--- src/rtl/multicycle_adder_nbit.sv ---
// ---------------------------------------------------------------------------
// multicycle_adder_nbit
//
// Iterative N-bit adder/subtractor. The carry chain is resolved K bits per
// clock, LSB chunk first, so a wide add closes timing at a higher clock
// rate than a full-width single-cycle chain. It computes A+B+Cin, or A-B
// when sub=1, under a start/busy/done handshake.
//
// Handshake: start is sampled only while idle (busy=0). The accepting edge
// latches A, B (inverted for sub), Cin (forced to 1 for sub). busy is then
// high for exactly M=N/K cycles. done pulses for one cycle after the last
// chunk, with busy already low. A start in the done cycle is accepted.
// start while busy is ignored and does not touch the latched operands.
//
// Optional feature macro: MCADD_FLAGS_EN
//   defined   : V (signed overflow) and Z (S==0) are computed and registered.
//   undefined : V and Z are tied to 0 and no flag logic is built.
//
// Ports:
//   clk        in   clock, rising edge
//   rst        in   asynchronous active-high reset
//   start      in   request, sampled only when idle
//   sub        in   0: A+B+Cin, 1: A-B (Cin ignored)
//   A, B       in   N-bit operands, sampled with start
//   Cin        in   carry in, sampled with start
//   busy       out  operation in progress
//   done       out  one-cycle pulse, result valid
//   S          out  registered N-bit sum/difference
//   Cout       out  carry out of bit N-1 (sub: 1 = no borrow)
//   V          out  signed overflow
//   Z          out  S == 0
//   dbg_state  out  FSM state (0 = IDLE, 1 = RUN)
// ---------------------------------------------------------------------------
module multicycle_adder_nbit #(
   parameter int N = 32,
   parameter int K = 8
) (
   input  logic         clk,
   input  logic         rst,
   input  logic         start,
   input  logic         sub,
   input  logic [N-1:0] A,
   input  logic [N-1:0] B,
   input  logic         Cin,
   output logic         busy,
   output logic         done,
   output logic [N-1:0] S,
   output logic         Cout,
   output logic         V,
   output logic         Z,
   output logic         dbg_state
);

   localparam int M  = N / K;
   localparam int CW = (M > 1) ? $clog2(M) : 1;
   localparam logic [CW-1:0] LAST = CW'(M - 1);

   typedef enum logic {
      IDLE = 1'b0,
      RUN  = 1'b1
   } state_t;

   state_t        state_q, state_d;
   logic [N-1:0]  a_q, a_d;
   logic [N-1:0]  b_q, b_d;
   logic [N-1:0]  acc_q, acc_d;
   logic [N-1:0]  s_q, s_d;
   logic          carry_q, carry_d;
   logic          cout_q, cout_d;
   logic          done_q, done_d;
   logic [CW-1:0] cnt_q, cnt_d;

   logic [K-1:0]  a_chunk;
   logic [K-1:0]  b_chunk;
   logic [K:0]    chunk_sum;
   logic [N-1:0]  result;
   logic          last_chunk;
   logic          msb_carry_in;

   // Current chunk slice and its K-bit add with the running carry.
   always_comb begin
      a_chunk   = a_q[cnt_q*K +: K];
      b_chunk   = b_q[cnt_q*K +: K];
      chunk_sum = {1'b0, a_chunk} + {1'b0, b_chunk} + {{K{1'b0}}, carry_q};
      // Partial result with the current chunk merged in; on the last chunk
      // this is the complete result.
      result                = acc_q;
      result[cnt_q*K +: K]  = chunk_sum[K-1:0];
   end

   assign last_chunk   = (cnt_q == LAST);
   // Carry into the top bit of the chunk, recovered from the sum bit:
   // s = a ^ b ^ cin  =>  cin = a ^ b ^ s. Only meaningful on the last chunk.
   assign msb_carry_in = a_chunk[K-1] ^ b_chunk[K-1] ^ chunk_sum[K-1];

   // Next-state and datapath control.
   always_comb begin
      state_d = state_q;
      a_d     = a_q;
      b_d     = b_q;
      acc_d   = acc_q;
      s_d     = s_q;
      carry_d = carry_q;
      cout_d  = cout_q;
      cnt_d   = cnt_q;
      done_d  = 1'b0;

      case (state_q)
         IDLE: begin
            if (start) begin
               a_d     = A;
               // Subtraction as A + ~B + 1.
               b_d     = sub ? ~B : B;
               carry_d = sub ? 1'b1 : Cin;
               cnt_d   = '0;
               acc_d   = '0;
               state_d = RUN;
            end
         end
         RUN: begin
            acc_d   = result;
            carry_d = chunk_sum[K];
            if (last_chunk) begin
               s_d     = result;
               cout_d  = chunk_sum[K];
               done_d  = 1'b1;
               cnt_d   = '0;
               state_d = IDLE;
            end else begin
               cnt_d   = cnt_q + 1'b1;
            end
         end
         default: begin
            state_d = IDLE;
         end
      endcase
   end

   always_ff @(posedge clk or posedge rst) begin
      if (rst) begin
         state_q <= IDLE;
         a_q     <= '0;
         b_q     <= '0;
         acc_q   <= '0;
         s_q     <= '0;
         carry_q <= 1'b0;
         cout_q  <= 1'b0;
         cnt_q   <= '0;
         done_q  <= 1'b0;
      end else begin
         state_q <= state_d;
         a_q     <= a_d;
         b_q     <= b_d;
         acc_q   <= acc_d;
         s_q     <= s_d;
         carry_q <= carry_d;
         cout_q  <= cout_d;
         cnt_q   <= cnt_d;
         done_q  <= done_d;
      end
   end

`ifdef MCADD_FLAGS_EN
   logic v_q;
   logic z_q;

   // Flags are captured together with S on the last chunk and held after.
   always_ff @(posedge clk or posedge rst) begin
      if (rst) begin
         v_q <= 1'b0;
         z_q <= 1'b0;
      end else if (state_q == RUN && last_chunk) begin
         v_q <= msb_carry_in ^ chunk_sum[K];
         z_q <= (result == '0);
      end
   end

   assign V = v_q;
   assign Z = z_q;
`else
   assign V = 1'b0;
   assign Z = 1'b0;
`endif

   assign busy      = (state_q == RUN);
   assign done      = done_q;
   assign S         = s_q;
   assign Cout      = cout_q;
   assign dbg_state = state_q;

endmodule

--- config.mk ---
export PLATFORM = sky130hd
export DESIGN_NAME = multicycle_adder_nbit
export DESIGN_NICKNAME = d
export VERILOG_FILES = /design/src/rtl/multicycle_adder_nbit.sv
export SDC_FILE = /design/constraint.sdc
export NUM_CORES = 1
export LEC_CHECK = 0
export ABC_AREA = 1
export CORE_UTILIZATION = 45
export DETAILED_ROUTE_END_ITERATION = 8
export PLACE_DENSITY_LB_ADDON = 0.1
export SETUP_SLACK_MARGIN = 0.05
export SLEW_MARGIN = 10
export SYNTH_ARGS = -nofsm -noshare
export SYNTH_HDL_FRONTEND = slang
export SYNTH_SLANG_ARGS = --single-unit
--- constraint.sdc ---
create_clock -name clk -period 5.7 [get_ports clk]
set_clock_uncertainty 0.05 [all_clocks]
set_input_delay 1.14 -clock clk [delete_from_list [all_inputs] [get_ports clk]]
set_output_delay 1.14 -clock clk [all_outputs]
set_load 0.01 [all_outputs]
Word-level counts from Yosys, hierarchy flattened

Index checks and enable logic that the tools add are counted.

Reduce and logical (&&, ||, !) cells: 2
Muxes and demuxes: 15
Shift operators: 4
Add/subtract/negate cells: 4
Equality and inequality tests: 2
Bitwise logic cells: 2

Operator list:

| operator                  | number |
|---|---|
| $mux W32                  | 2 |
| $pmux W32 S2              | 1 |
| $shiftx A32 B6 Y8         | 2 |
| $neg A5 Y34               | 1 |
| $shift A8 B34 Y32 const A | 1 |
| $shiftx A8 B34 Y32        | 1 |
| $bwmux W32                | 1 |
| $not A32 Y32              | 1 |
| $add A8 B8 Y9             | 1 |
| $add A9 B1 Y9             | 1 |
| $mux W1                   | 6 |
| $mux W2                   | 2 |
| $pmux W1 S2               | 2 |
| $pmux W2 S2               | 1 |
| $reduce_and A2 Y1         | 2 |
| $add A2 B1 Y2 const B     | 1 |
| $eq A2 B2 Y1 const B      | 1 |
| $ne A2 B2 Y1 const B      | 1 |
| $not A1 Y1                | 1 |

Input bits: 69
Logic and storage cells: 38
Flip-flop bits (word level): 134

Longest topological paths before layout

Word-level depth: 6
Mapped depth: 19
Mapped depth without buffers: 17

Worst setup path after synthesis

OpenSTA, ideal clock, no wires.

Path type: register -> register
Start point: register cnt_q[0]
End point: register acc_q[12]
Period minus slack after synthesis: 2,670 ps
Arrival time: 2,554 ps
Cell stages (with the launch flop): 18
Required time: 5,584 ps
Slack: 3,030 ps
Cell sequence: dfrtp_1 -> inv_1 -> buf_2 -> buf_2 -> nor2_1 -> o22ai_1 -> fa_1 -> inv_1 -> fa_1 -> inv_1 -> nand2_1 -> nand2_1 -> nand2_2 -> xnor2_2 -> nand3_2 -> o21ai_2 -> nand2_1 -> nand2_1

Longest elaborated chain between the ends: 6

RTL lines:

| item                                        | line   | text |
|---|---|---|
| start: declaration                          | 71     | `logic [CW-1:0] cnt_q, cnt_d;` |
| start signal: assignment                    | 158    | `cnt_q <= cnt_d;` |
| $shiftx A32 B6 Y8, on equally long branches | 82, 83 |  |
| $add A8 B8 Y9                               | 84     | `chunk_sum = {1'b0, a_chunk} + {1'b0, b_chunk} + {{K{1'b0}}, carry_q};` |
| $add A9 B1 Y9                               | 84     |  |
| $shiftx A8 B34 Y32                          | 88     | `result[cnt_q*K +: K] = chunk_sum[K-1:0];` |
| $bwmux W32 (*)                              | 88     |  |
| $pmux W32 S2 (*)                            | 108    | `case (state_q)` |
| end signal: assignment                      | 144    | `acc_q <= '0;` |
| end signal: assignment                      | 154    | `acc_q <= acc_d;` |
| end: declaration                            | 66     | `logic [N-1:0] acc_q, acc_d;` |

Mark *: on every way between the ends. The rest lies on a longest branch, timed or not.
A chain may end at the register's enable or synchronous reset.

Final worst setup path

Start point: register cnt_q[1]
End point: register s_q[28] (netlist: S[28])

Longest elaborated chain between the ends: 5

RTL lines:

| item                                        | line   | text |
|---|---|---|
| $shiftx A32 B6 Y8, on equally long branches | 82, 83 |  |
| $add A8 B8 Y9                               | 84     |  |
| $add A9 B1 Y9                               | 84     |  |
| $shiftx A8 B34 Y32                          | 88     |  |
| $bwmux W32                                  | 88     |  |
| end signal: assignment                      | 145    | `s_q <= '0;` |
| end signal: assignment                      | 155    | `s_q <= s_d;` |
| end: declaration                            | 67     | `logic [N-1:0] s_q, s_d;` |

Parallel ways exist; a longest one is shown, timed or not.

==> flow_summary.json <==
{
  "synthCells": 817,
  "ant_nets": 0,
  "io-pin-count": 107,
  "worstSetupStartpoint": "cnt_q[1]",
  "ys.warnings.count": 0,
  "post-cts-setup-buffers": 0,
  "powerDensity_nw_per_um2": 634,
  "regToRegSetupSlack_ps": 1980,
  "dp_hpwl_mm": 11.0,
  "min_path_cells": 2,
  "endpoint_kind": "register",
  "antenna_cells": 0,
  "vias": 5583,
  "worstHoldPathType": "register to register",
  "startpoint_type": "register",
  "avgSynthCellArea_um2": 8.07,
  "viasPerCell": 5.09,
  "design.die.area_um2": 15100,
  "hold_violations": 0,
  "finalSetupViolCount": 0,
  "drv_cap": 0,
  "clock_path_buffers": 2,
  "ctsHoldBuffers": 0,
  "critPathCapture": "S[28]",
  "numCtsBuffers": 17,
  "synth_commonest_cells": "330 x nand2_1, 134 x dfrtp_1, 85 x o21ai_0, 58 x inv_1, 37 x nor2_1",
  "final_max_slew_viol_count": 0,
  "drt-total-wl_mm": 16.1,
  "fp.dieH_um": 123,
  "ys_top_cells_by_area": "dfrtp_1 51%, nand2_1 19%, o21ai_0 6.5%",
  "ir_drop_v": 0.000366,
  "grt_pass1_wl_mm": 26.4,
  "clockRootBuffer": "clkbuf_16",
  "critPathKind": "register to register",
  "core_area_um2": 14100,
  "gp_congestion": 0.849,
  "swShare": 0.420,
  "seq_power_share": 0.292,
  "htreeDepth": 4,
  "reg2reg_to": "S[28]",
  "netlist_area_um2": 6590,
  "p_int_mw": 3.09,
  "postLayoutCoreUtil": 0.597,
  "status": "finished, final reports clean",
  "path_clk_slew_ps": 60,
  "worstPathMaxFanout": 22,
  "power_frac_clock": 0.236,
  "n_fill_cell": 1269,
  "seq_area_frac_synth": 0.509,
  "grt_max_degree": 97,
  "tns_ps": 0,
  "grt_pass1_vias": 5393,
  "worstPathRequired_ps": 6010,
  "synth.top_cell.area_share": 0.509,
  "rsz0062_at_grt": "no",
  "yosysUniqueCellTypes": 32,
  "cts_resized": 0,
  "overflow": 0,
  "clock_latency_ps": 430,
  "nNetsFinal": 988,
  "grt_usage": 0.230,
  "wl_per_cell_um": 14.7,
  "min_period_ps": 3720,
  "worstPathArrival_ps": 4030,
  "worstReg2RegStart": "cnt_q[1]",
  "synth-edff-count": 0,
  "synth_seq_cells": 134,
  "route.detailed.drc": 0,
  "p_total_mw": 5.33,
  "drt_pass1_iterations": 5,
  "synth_top_area_cell": "dfrtp_1",
  "max_freq_mhz": 269,
  "ys_async_sr_fraction": 1.00,
  "drive_gt1_frac": 0.0600,
  "comb_power_share": 0.472,
  "area_growth_syn_to_layout_pct": 27.6,
  "clock-sinks": 134,
  "leakage_nw": 4.05,
  "synth.most_common_cell": "nand2_1",
  "timing.hold.ws_ps": 420,
  "row_count": 43,
  "worstRegToRegCells": 15,
  "cts_tree": "done",
  "antenna_found_initial": 0,
  "p_switching_mw": 2.24,
  "drt_iter0_drc": 462,
  "relSlewSlack": 0.432,
  "worst_pin_slew_ps": 852,
  "period_share": 0.652,
  "port_buffers": 104,
  "die_width_um": 123,
  "synth-main-ff-cell": "dfrtp_1",
  "start_util": 0.468
}
[routing by layer]
layer	up-vias	global-route usage	wire length, µm
met1	2640	0.300	7280
met4	0	0.0851	294
li1	2758	-	-
met3	22	0.0517	710
met2	163	0.374	7800
met5	-	0	0
[cells in the final DEF (no fill, tap or decap), drive strengths merged, types with 5 or more instances in the layout]
cell           count
dfrtp            134
nand3             13
ha                13
clkbuf            20
buf                9
nand4              5
xnor2             33
bufinv             6
clkdlybuf4s50    103
o22ai             32
nand2            332
nor2              40
o21ai             91
inv               58
a21oi              7
[through the flow]
step	std cells	setup slack, ps	area, µm²
global route	1097	1710	8420
global placement	1064	2090	7710
finish	1097	1980	8420
detailed placement	1064	2040	7710
CTS	1096	2010	8390
floorplan	818	927	6600
[cell type report]
class / instances / area [µm²] / area share
flip-flops and latches: 134 / 3350 / 0.398
repair buffers: 112 / 1120 / 0.133
multi-input cells: 581 / 2820 / 0.335
inverters: 58 / 221 / 0.0263
well taps: 180 / 225 / 0.0268
clock inverters: 12 / 223 / 0.0265
clock buffers: 20 / 457 / 0.0543
[state kept, by name, indices dropped and copies added, names as in the netlist]
name / flops
acc_q: 32
busy: 1
a_q: 32
S: 32
done: 1
cnt_q: 2
carry_q: 1
b_q: 32
Cout: 1
[critical path: stages, from the launching register on]
cell     delay, ps
dfrtp_1        660
inv_1          730
o21ai_0        210
o22ai_1        260
fa_1           250
inv_1           60
fa_1           400
inv_1          100
nand2_1         60
nand2_1        100
nand2_2         70
xnor2_2        220
nand3_2        140
o21ai_2        180
nand2_1         80
nand2_1         90
[logic make-up (layout without fill, tap and decap cells)]
family                     Yosys count  after routing  share of synthesized area
and+or+nand+nor                    394            394                      0.235
buffers and inverters              103            202                     0.0641
DFF                                134            134                      0.509
adders and majority gates           15             15                     0.0307
AOI/OAI and AO/OA                  135            135                      0.112
xor gates and xnor gates            35             35                     0.0488
other                                1              2                   0.000569
[worst min path at each step]
stage               from         to  slack (ps)
2_1_floorplan    a_q[16]    a_q[16]         390
3_3_place_gp     a_q[19]    a_q[19]         400
3_5_place_dp     a_q[19]    a_q[19]         400
4_1_cts          a_q[19]    a_q[19]         420
5_1_grt        acc_q[15]  acc_q[15]         440
6_report         a_q[20]    a_q[20]         420
[power by group through the flow]
stage                     combinational (mW)  sequential [mW]  clock [mW]
after floorplan                         1.76             1.53           0
after global placement                  2.42             1.55           0
after detailed placement                2.49             1.56           0
after CTS                               2.51             1.55        1.27
after global routing                    2.86             1.59        1.32
final                                   2.52             1.56        1.26
Note: power is estimated with default switching activity, not from simulation.
